--- src/rtl/serial_mag_comparator.sv ---
// Bit-serial magnitude comparator, MSB first, with unsigned and two's-complement modes.
// Operands are latched on start and mirrored to LEDs; gt/eq/lt hold until the next start.
module serial_mag_comparator #(
   parameter int WIDTH = 4
) (
   input  logic             clk,
   input  logic             rst,
   input  logic             start,
   input  logic             signed_mode,
   input  logic [WIDTH-1:0] A,
   input  logic [WIDTH-1:0] B,
   output logic             busy,
   output logic             done,
   output logic             gt,
   output logic             eq,
   output logic             lt,
   output logic [WIDTH-1:0] LED_A,
   output logic [WIDTH-1:0] LED_B
);

   localparam int IW = $clog2(WIDTH);
   localparam logic [IW-1:0] IDX_TOP = IW'(WIDTH - 1);

   typedef enum logic [1:0] {
      IDLE = 2'd0,
      SCAN = 2'd1,
      DONE = 2'd2
   } state_t;

   state_t           r_state;
   state_t           w_next;
   logic [WIDTH-1:0] r_a;
   logic [WIDTH-1:0] r_b;
   logic             r_signed;
   logic [IW-1:0]    r_idx;
   logic             r_gt;
   logic             r_eq;
   logic             r_lt;

   logic w_bit_a;
   logic w_bit_b;
   logic w_differ;
   logic w_sign_bit;
   logic w_last;

   assign w_bit_a    = r_a[r_idx];
   assign w_bit_b    = r_b[r_idx];
   assign w_differ   = w_bit_a ^ w_bit_b;
   assign w_sign_bit = r_signed && (r_idx == IDX_TOP);
   assign w_last     = (r_idx == '0);

   always_ff @(posedge clk) begin
      if (rst) r_state <= IDLE;
      else     r_state <= w_next;
   end

   always_comb begin
      w_next = r_state;
      case (r_state)
         IDLE:    if (start) w_next = SCAN;
         SCAN:    if (w_differ || w_last) w_next = DONE;
         DONE:    w_next = IDLE;
         default: w_next = IDLE;
      endcase
   end

   always_ff @(posedge clk) begin
      if (rst) begin
         r_a      <= '0;
         r_b      <= '0;
         r_signed <= 1'b0;
         r_idx    <= IDX_TOP;
         r_gt     <= 1'b0;
         r_eq     <= 1'b0;
         r_lt     <= 1'b0;
      end else begin
         case (r_state)
            IDLE: begin
               if (start) begin
                  r_a      <= A;
                  r_b      <= B;
                  r_signed <= signed_mode;
                  r_idx    <= IDX_TOP;
                  r_gt     <= 1'b0;
                  r_eq     <= 1'b0;
                  r_lt     <= 1'b0;
               end
            end
            SCAN: begin
               if (w_differ) begin
                  // A set sign bit means negative, so the sense flips there.
                  if (w_sign_bit) begin
                     r_gt <= w_bit_b;
                     r_lt <= w_bit_a;
                  end else begin
                     r_gt <= w_bit_a;
                     r_lt <= w_bit_b;
                  end
               end else if (w_last) begin
                  r_eq <= 1'b1;
               end else begin
                  r_idx <= r_idx - 1'b1;
               end
            end
            default: ;
         endcase
      end
   end

   assign busy  = (r_state != IDLE);
   assign done  = (r_state == DONE);
   assign gt    = r_gt;
   assign eq    = r_eq;
   assign lt    = r_lt;
   assign LED_A = r_a;
   assign LED_B = r_b;

endmodule

--- config.mk ---
export PLATFORM = sky130hd
export DESIGN_NAME = serial_mag_comparator
export DESIGN_NICKNAME = d
export VERILOG_FILES = /design/src/rtl/serial_mag_comparator.sv
export SDC_FILE = /design/constraint.sdc
export NUM_CORES = 1
export LEC_CHECK = 0
export ABC_AREA = 1
export BUFFER_PORTS_ARGS = -buffer_cell sky130_fd_sc_hd__buf_2
export CORE_MARGIN = 10
export CORE_UTILIZATION = 25
export DETAILED_ROUTE_END_ITERATION = 8
export GPL_TIMING_DRIVEN = 0
export HOLD_SLACK_MARGIN = 0.03
export PLACE_DENSITY = 0.55
export SYNTH_ARGS = -nofsm -noshare
export SYNTH_HDL_FRONTEND = slang
export SYNTH_SLANG_ARGS = --single-unit
--- constraint.sdc ---
create_clock -name clk -period 1.5 [get_ports clk]
set_input_delay 0.15 -clock clk [delete_from_list [all_inputs] [get_ports clk]]
set_output_delay 0.15 -clock clk [all_outputs]
set_load 0.02 [all_outputs]
# Word-level counts from Yosys, hierarchy flattened
# Cells that the tools add are included.
dict set report word_totals {
  ff_bits 16
  in_bits 12
  output_inout_bits 13
  word_cells 52
}
dict set report classes {
  add_sub_neg 1
  order_cmp 1
  eq_ne 9
  mux 21
  bitwise 1
  reduce_logical 11
}
# cell count
set ops {}
lappend ops {{$ne 2x2->1 const B} 6}
lappend ops {{$mux 2} 5}
lappend ops {{$mux 1} 9}
lappend ops {{$pmux 2 s2} 2}
lappend ops {{$reduce_and 4->1} 2}
lappend ops {{$pmux 1 s2} 3}
lappend ops {{$bmux 1 s2} 2}
lappend ops {{$eq 2x2->1 const B} 2}
lappend ops {{$logic_not 2->1} 2}
lappend ops {{$reduce_and 2->1} 2}
lappend ops {{$reduce_bool 2->1} 2}
lappend ops {{$lt 2x3->1 const B} 1}
lappend ops {{$reduce_and 3->1} 1}
lappend ops {{$eq 2x1->1 const B} 1}
lappend ops {{$sub 2x1->2 const B} 1}
lappend ops {{$logic_and 1x1->1} 1}
lappend ops {{$logic_or 1x1->1} 1}
lappend ops {{$xor 1x1->1} 1}

# Longest topological paths before layout
# Gate-level depths: netlist (run 1).
dict set report depth {
  ltp_word 6
  ltp_mapped 12
  depth_no_buf 11
}

# Worst setup path before layout (run 1)
# Ideal clock, no wire load.
dict set report synth_path {
  path_type {register -> register}
  start {register r_idx[0]}
  end {register r_idx[0]}
  arrival_ns 1.082
  path_slack_ns 0.287
  path_stages_with_launch 13
  path_buffers 1
  synth_period_minus_slack_ns 1.213
  cell_sequence {dfxtp_1 > buf_6 > inv_8 > nand2_2 > nand2_1 > nand2_1 > nand2_1 > nand2_2 > nand2_1 > nand2_2 > nand2_2 > nand2_1 > nand3_1}
}
dict set report synth_between {
  elab_chain_len 5
}
# item line
set synth_lines {}
lappend synth_lines {{start, declared} 35} ;# logic [IW-1:0] r_idx;
lappend synth_lines {{start signal, assigned} 102} ;# r_idx <= r_idx - 1'b1;
lappend synth_lines {{$bmux 1 s2 (on tied branches)} {46, 47}}
lappend synth_lines {{$mux 1 (on tied branches)} {46, 47}}
lappend synth_lines {{$xor 1x1->1} 48} ;# assign w_differ = w_bit_a ^ w_bit_b;
lappend synth_lines {{$ne 2x2->1 (no line)} --}
lappend synth_lines {{$reduce_and 4->1 (no line)} --}
# Several ways; a longest one is shown, not always the timed one. The select of a mux whose other input is x is not followed.
# A chain may end at the register's enable or synchronous reset.

# Worst setup path in the final report (run 1)
dict set report layout_path {
  start {register r_idx[1]}
  end {register r_idx[0]}
}
dict set report layout_between {
  elab_chain_len 5
}
# item line
set layout_lines {}
lappend layout_lines {{$bmux 1 s2 (on tied branches)} {46, 47}}
lappend layout_lines {{$mux 1 (on tied branches)} {46, 47}}
lappend layout_lines {{$xor 1x1->1} 48}
lappend layout_lines {{$ne 2x2->1 (no line)} --}
lappend layout_lines {{$reduce_and 4->1 (no line) *} --}
# Mark *: on every way between the ends. The rest lies on a longest branch, timed or not. The select of a mux whose other input is x is not followed.

==> metrics.txt, run 1 <==
outcome finished, final reports clean; arrival time of the worst setup path 1.52 ns; Root Driver clkbuf_4; fillers 394; clock power share 17.8%; Worst Hold End eq; Die X 78.3 µm; most frequent cells in the layout nand2_1, buf_2, nor2_1; min-delay worst type primary input to flip-flop; drt initial violations 42; vias per cell 4.42; layout cells sized above 1 31.6%; min Tclk post-route 1.37 ns; Starting Density 25.7%; CP Launch Type flip-flop; Overall Power 1230 µW; Post-Syn Area 850 µm²; maximum VDD drop 0.442 mV; hold depth 2; Power Dens Cells 1160 nW/µm²; post-layout util 32.1%; area delta synth->final 25.0%; Final Slew Violations 0; final setup fails 0; Die Ht 78.3 µm; number of global-route vias before repair 870; flop-to-flop setup slack 0.13 ns; Rel. slew slack 70.4%; clock skew 0.00421 ns; total grt overflow 0; Vias 876; FF-to-FF Start r_idx[1]; first-pass GRT wire length 3860 µm; Core Region 3310 µm²; Yosys warning count 0; CTS tree built; Avg WL per Cell 11.4 µm; Tcrit/Tclk final 91.6%; die area 6130 µm²; most common cell after layout, fill and taps aside nand2_1; Register-to-Register Path Depth 9; Crit Path Class flip-flop to flip-flop; final net count 168; Top Ports 25; Peak Freq 728 MHz; syn nets 138; Gate Count Post-Synth 124; CTS Buf Count 3; Max-Cap Viols 0; CP Max Fanout 7; Distinct cells, synth 20; Reg power frac 42.4%; switching share of power 39.2%; Sink Count 16; Post-DRT Antenna Nets 0; Worst Hold Launch rst; final WL 2250 µm; dpl cells 194; number of hold violations in the final report 0; P_sw 483 µW; H-tree lvl count 1; leakage 0.000577 µW; RSZ-0062 raised after global routing no; antenna violations before repair 0; internal power 749 µW; FF-to-FF End r_idx[0]; DP Wirelength 1780 µm; Slew @ Worst Pin 0.444 ns; clk slew on worst S/H paths 0.08 ns; total global-route track usage 7.51%; # diodes 0; worst-case clock buffer depth 2; combinational share of power 39.7%; sequential share of the synthesized area 37.7%; CP required 1.64 ns; #FFs+latches synth 16; detailed-route DRC error count 0; Layout Cells excl Fill 198; Worst-Skew Late Latency 0.28 ns; Avg Inst Size Synth 6.85 µm²; row cnt 21; GP Congestion 0.769; post-route design area 1060 µm²; placed inst area 1030 µm²; DR pass1 iterations 4; TNS Setup 0 ns; CP Capture Type flip-flop; largest net degree at the start of global routing 11; PortBufs 24
[sequential cells by signal, summed over array words and instances, names as in the netlist]
signal	count
LED_B	4
r_state	2
r_signed	1
r_idx	2
eq	1
gt	1
lt	1
LED_A	4
[power by group through the flow]
stage / Combinational, µW / Sequential, µW / Clock, µW
finish: 490 / 523 / 219
detailed placement: 482 / 532 / 0
global placement: 469 / 529 / 0
global route: 556 / 532 / 256
CTS: 486 / 522 / 230
floorplan: 316 / 567 / 0
[metrics by stage]
step	setup slack [ns]	hold slack, ns
floorplan	0.287	0.219
global placement	0.168	0.343
detailed placement	0.114	0.345
CTS	0.0922	0.0391
global route	0.00446	0.0464
finish	0.126	0.0456
[timing repair]
item,4_1_cts,5_1_grt
endpoints found under the setup margin,0,2
hold buffers,0,0
endpoints found under the hold margin,0,0
resized for setup,0,2
buffers inserted,0,1
[worst max-delay path: stages (launching register included)]
cell and delay, ns:
dfxtp_1 0.47, inv_2 0.11, nand3_1 0.10, nand2_1 0.09
nand2_2 0.09, nand2_1 0.08, nand2_2 0.12, nand2_2 0.06
nand2_1 0.05, nand3_1 0.07
[how the worst max path moves through the flow]
stage,start,endpoint,slack (ns)
after floorplan,r_idx[0],r_idx[0],0.29
after global placement,r_idx[0],r_idx[0],0.17
after detailed placement,r_idx[0],r_idx[0],0.11
after CTS,r_idx[0],r_idx[0],0.09
after global routing,r_idx[0],r_idx[0],0.004
final,r_idx[1],r_idx[0],0.13
[routing by layer]
layer / global-route usage [%] / up-vias / share of wire (%)
li1: - / 448 / -
met1: 9.16 / 395 / 48
met2: 11.9 / 31 / 45
met3: 2.28 / 2 / 7.2
met4: 3.23 / 0 / 0.36
met5: 0 / - / 0
[kinds of logic (layout without fill, tap and decap cells)]
logic type	Yosys count	after routing	synth area share [%]
fa+ha+maj	2	2	2.95
compound gates	15	15	8.84
flops	16	16	37.7
buf+inv	16	44	8.98
simple gates	75	75	41.5
[cells in the mapped netlist (all sizes together)]
cell    count  area (µm²)
a21oi       5        25.0
and2        1        8.76
clkbuf      1        3.75
o21ai      10        50.1
dfxtp      16         320
inv        13        56.3
nand3      13        75.1
ha          2        25.0
nand2      39         174
nand4       1        6.26
nor2       21        88.8
buf         2        16.3
[cell type report]
type	count	area [µm²]	share of cell area [%]
Buffer	3	23.8	2.24
Clock buffer	3	22.5	2.12
Inverter	13	56.3	5.30
Multi-Input combinational cell	92	453	42.6
Sequential cell	16	322	30.3
Tap cell	46	57.6	5.42
Timing Repair Buffer	25	128	12.0
(Power assumes the default switching activity.)
==> run 2, diff against run 1 <==
- ABC_AREA: 1 -> 0
==> run 2 against run 1 <==
The flow now finishes with violations (negative setup slack). Hold slack gained 0.044 ns. Sequential share of layout area is 1.2 points higher. Global-route usage fell by 0.12 points. First-iteration DRC count fell by 60%. Largest cell class unchanged. Critical path depth is 5 lower. Highest routed layer unchanged. Sequential cell count unchanged. Sequential power shrank 7.6%. Largest power group unchanged. Count of clock-buffer cells in the layout increased by 1.
==> metrics.txt, run 2 <==
outcome finished with violations; failing checks negative setup slack; total grt overflow 0 (unchanged); worst-case clock buffer depth 2 (unchanged); CTS tree built; CTS Buf Count 3 (unchanged); Post-Syn Area 754 µm² (-11%); row cnt 19 (-9.5%); synth top area cells dfxtp_1, nand2_1, a21oi_1; Top Ports 25 (unchanged); top layer reached by signal wires met4; min-delay worst type primary input to flip-flop; Yosys top cell area share 42.5% (+4.8 points); syn nets 104 (-25%); Max-Cap Viols 0 (unchanged); Sink Count 16 (unchanged); most frequent cells in the layout buf_2, nand2_1, dfxtp_1; arrival time of the worst setup path 1.91 ns (+0.39 ns); Final Worst Setup Slack -0.230 ns (-0.357 ns); clk slew on worst S/H paths 0.10 ns (+0.02 ns); min Tclk post-route 1.73 ns (+0.357 ns); number of global-route vias before repair 742 (-15%); cts hold-fix bufs 0 (unchanged); Root Driver clkbuf_4; layout cells sized above 1 39.0% (+7.4 points); Vias 722 (-18%); Post-DRT Antenna Nets 0 (unchanged); FF-to-FF End r_idx[1]; Die X 74.9 µm (-4.3%); Synth area leader dfxtp_1; met3 routed WL 168 µm (+4.3%); area delta synth->final 36.8%; EDFF count, synth 0 (unchanged); antenna violations before repair 0 (unchanged); Worst-Skew Late Latency 0.29 ns (about the same); Avg Inst Size Synth 8.38 µm² (+22%); clock skew 0.00945 ns (+0.00524 ns); final WL 1970 µm (-12%); Most used DFF post-synth dfxtp_1; DP Wirelength 1480 µm (-17%); vias per cell 4.69 (+6.0%); Layout Cells excl Fill 154 (-22%); most common cell after layout, fill and taps aside buf_2; number of hold violations in the final report 0 (unchanged); FF-to-FF Start r_idx[0]; Avg WL per Cell 12.8 µm (+13%); dpl cells 144 (-26%); CP required 1.68 ns (+0.04 ns); fillers 298 (-24%); CP Capture Type flip-flop; maximum VDD drop 0.529 mV (+20%); Final Slew Violations 0 (unchanged); #FFs+latches synth 16 (unchanged); CP Max Fanout 3 (-4); flop-to-flop setup slack -0.23 ns (-0.36 ns); first-pass GRT wire length 3270 µm (-15%); Register-to-Register Path Depth 4 (-5); Tcrit/Tclk final 115% (+24 points); detailed-route DRC error count 0 (unchanged); Core Region 2830 µm² (-15%); H-tree lvl count 1 (unchanged); Slew @ Worst Pin 0.467 ns (+0.0233 ns); # diodes 0 (unchanged); Distinct cells, synth 28 (+40%); GP Congestion 0.733 (-4.8%); most frequent cells after synthesis nand2_1, dfxtp_1, a21oi_1, nor3_1; crit path cell chain mux4_2, xor2_2, or3_4, mux2i_1; slowest stage delay, CP 0.54 ns (+0.07 ns); sequential share of the synthesized area 42.5% (+4.8 points); CP startpoint r_idx[0]; post-layout util 36.5% (+4.4 points); total global-route track usage 7.39% (-0.12 points); most common cell in the synthesized netlist nand2_1; Starting Density 26.7% (+1.0 points); PortBufs 23 (-4.2%); final net count 138 (-18%); leakage 0.000485 µW (-16%); Die Ht 74.9 µm (-4.3%); final setup fails 7 (+7); Crit Path Class flip-flop to flip-flop; die area 5620 µm² (-8.4%); RSZ-0062 raised after global routing yes; CP max stage cell mux4_2; Peak Freq 578 MHz (-21%); M1 wire length 849 µm (-21%); Yosys warning count 0 (unchanged); CP Launch Type flip-flop; Gate Count Post-Synth 90 (-27%); drt initial violations 17 (-60%); largest net degree at the start of global routing 11 (unchanged); met2 routed WL 943 µm (-6.1%); Rel. slew slack 68.9% (-1.6 points); Synth async-reset ratio 0% (unchanged); crit path to r_idx[1]; DR pass1 iterations 4 (unchanged); Power Dens Cells 1020 nW/µm² (-12%)
run 2: cell count changes after synthesis, sizes merged, moves of 3 or more:
cell    before  now
a21oi        5   11
clkbuf       1    4
inv         13    3
nand2       39   20
nand3       13    2
nor2        21    4
nor2b        0    3
nor3         0    5
o21ai       10    1
run 2: layer usage:
metal	vias to the layer above	global-route usage [%]
met1	325	8.06
met2	21	12.6
met3	2	3.94
met4	0	1.26
li1	374	-
met5	-	0
run 2: stage by stage:
stage	power, µW	hold slack, ns	worst slack, ns	cell area (µm²)	TNS, ns
after floorplan	659	0.278	-0.226	767	-0.678
after global placement	729	0.385	-0.312	921	-1.34
after detailed placement	734	0.394	-0.312	921	-1.58
after CTS	1060	0.0827	-0.225	1020	-1.09
after global routing	1130	0.0800	-0.269	1030	-1.47
final	1060	0.0893	-0.230	1030	-1.07
run 2: what timing repair did:
item | CTS | global route
resized for setup | 6 | 5
endpoints found under the setup margin | 16 | 16
pin swaps | 2 | 1
endpoints found under the hold margin | 0 | 0
setup buffers | 6 | 1
run 2: report_power, final:
part,total (µW),switching [µW],internal [µW],leakage [µW]
Clock,286,138,148,0.0000210
Combinational,289,152,137,0.000332
Sequential,483,25.9,457,0.000131
Total,1060,316,741,0.000485
run 2: critical path: cells and delay by family, from the launching register on:
family        cells  cell delay, ns
xor+xnor          1            0.21
mux               2            0.67
flops             1            0.38
simple gates      1            0.36
run 2: area by class of cell:
cell class / count / area (µm²) / share of cell area, %
inverters: 3 / 11.3 / 1.09
flip-flops and latches: 16 / 325 / 31.5
repair buffers: 30 / 171 / 16.6
multi-input cells: 66 / 427 / 41.3
clock buffers: 4 / 36.3 / 3.52
well taps: 31 / 38.8 / 3.76
plain buffers: 4 / 22.5 / 2.18
run 2: kinds of logic (layout without fill, tap and decap cells):
family                     Yosys count  after routing  synth area share [%]
DFF                                 16             16                  42.5
xor gates and xnor gates             1              1                  1.16
adders and majority gates            2              2                  3.32
buffers and inverters                8             41                  3.98
AOI/OAI and AO/OA                   18             18                  13.9
muxes                                4              4                  8.79
and+or+nand+nor                     41             41                  26.4
run 2: worst min path at each step:
stage          from  endpoint  cells after the start
5_1_grt        A[1]  LED_A[1]                      3
6_report       B[2]  LED_B[2]                      3
4_1_cts        B[2]  LED_B[2]                      3
2_1_floorplan  A[3]  LED_A[3]                      2
3_5_place_dp   A[3]  LED_A[3]                      3
3_3_place_gp   A[3]  LED_A[3]                      3
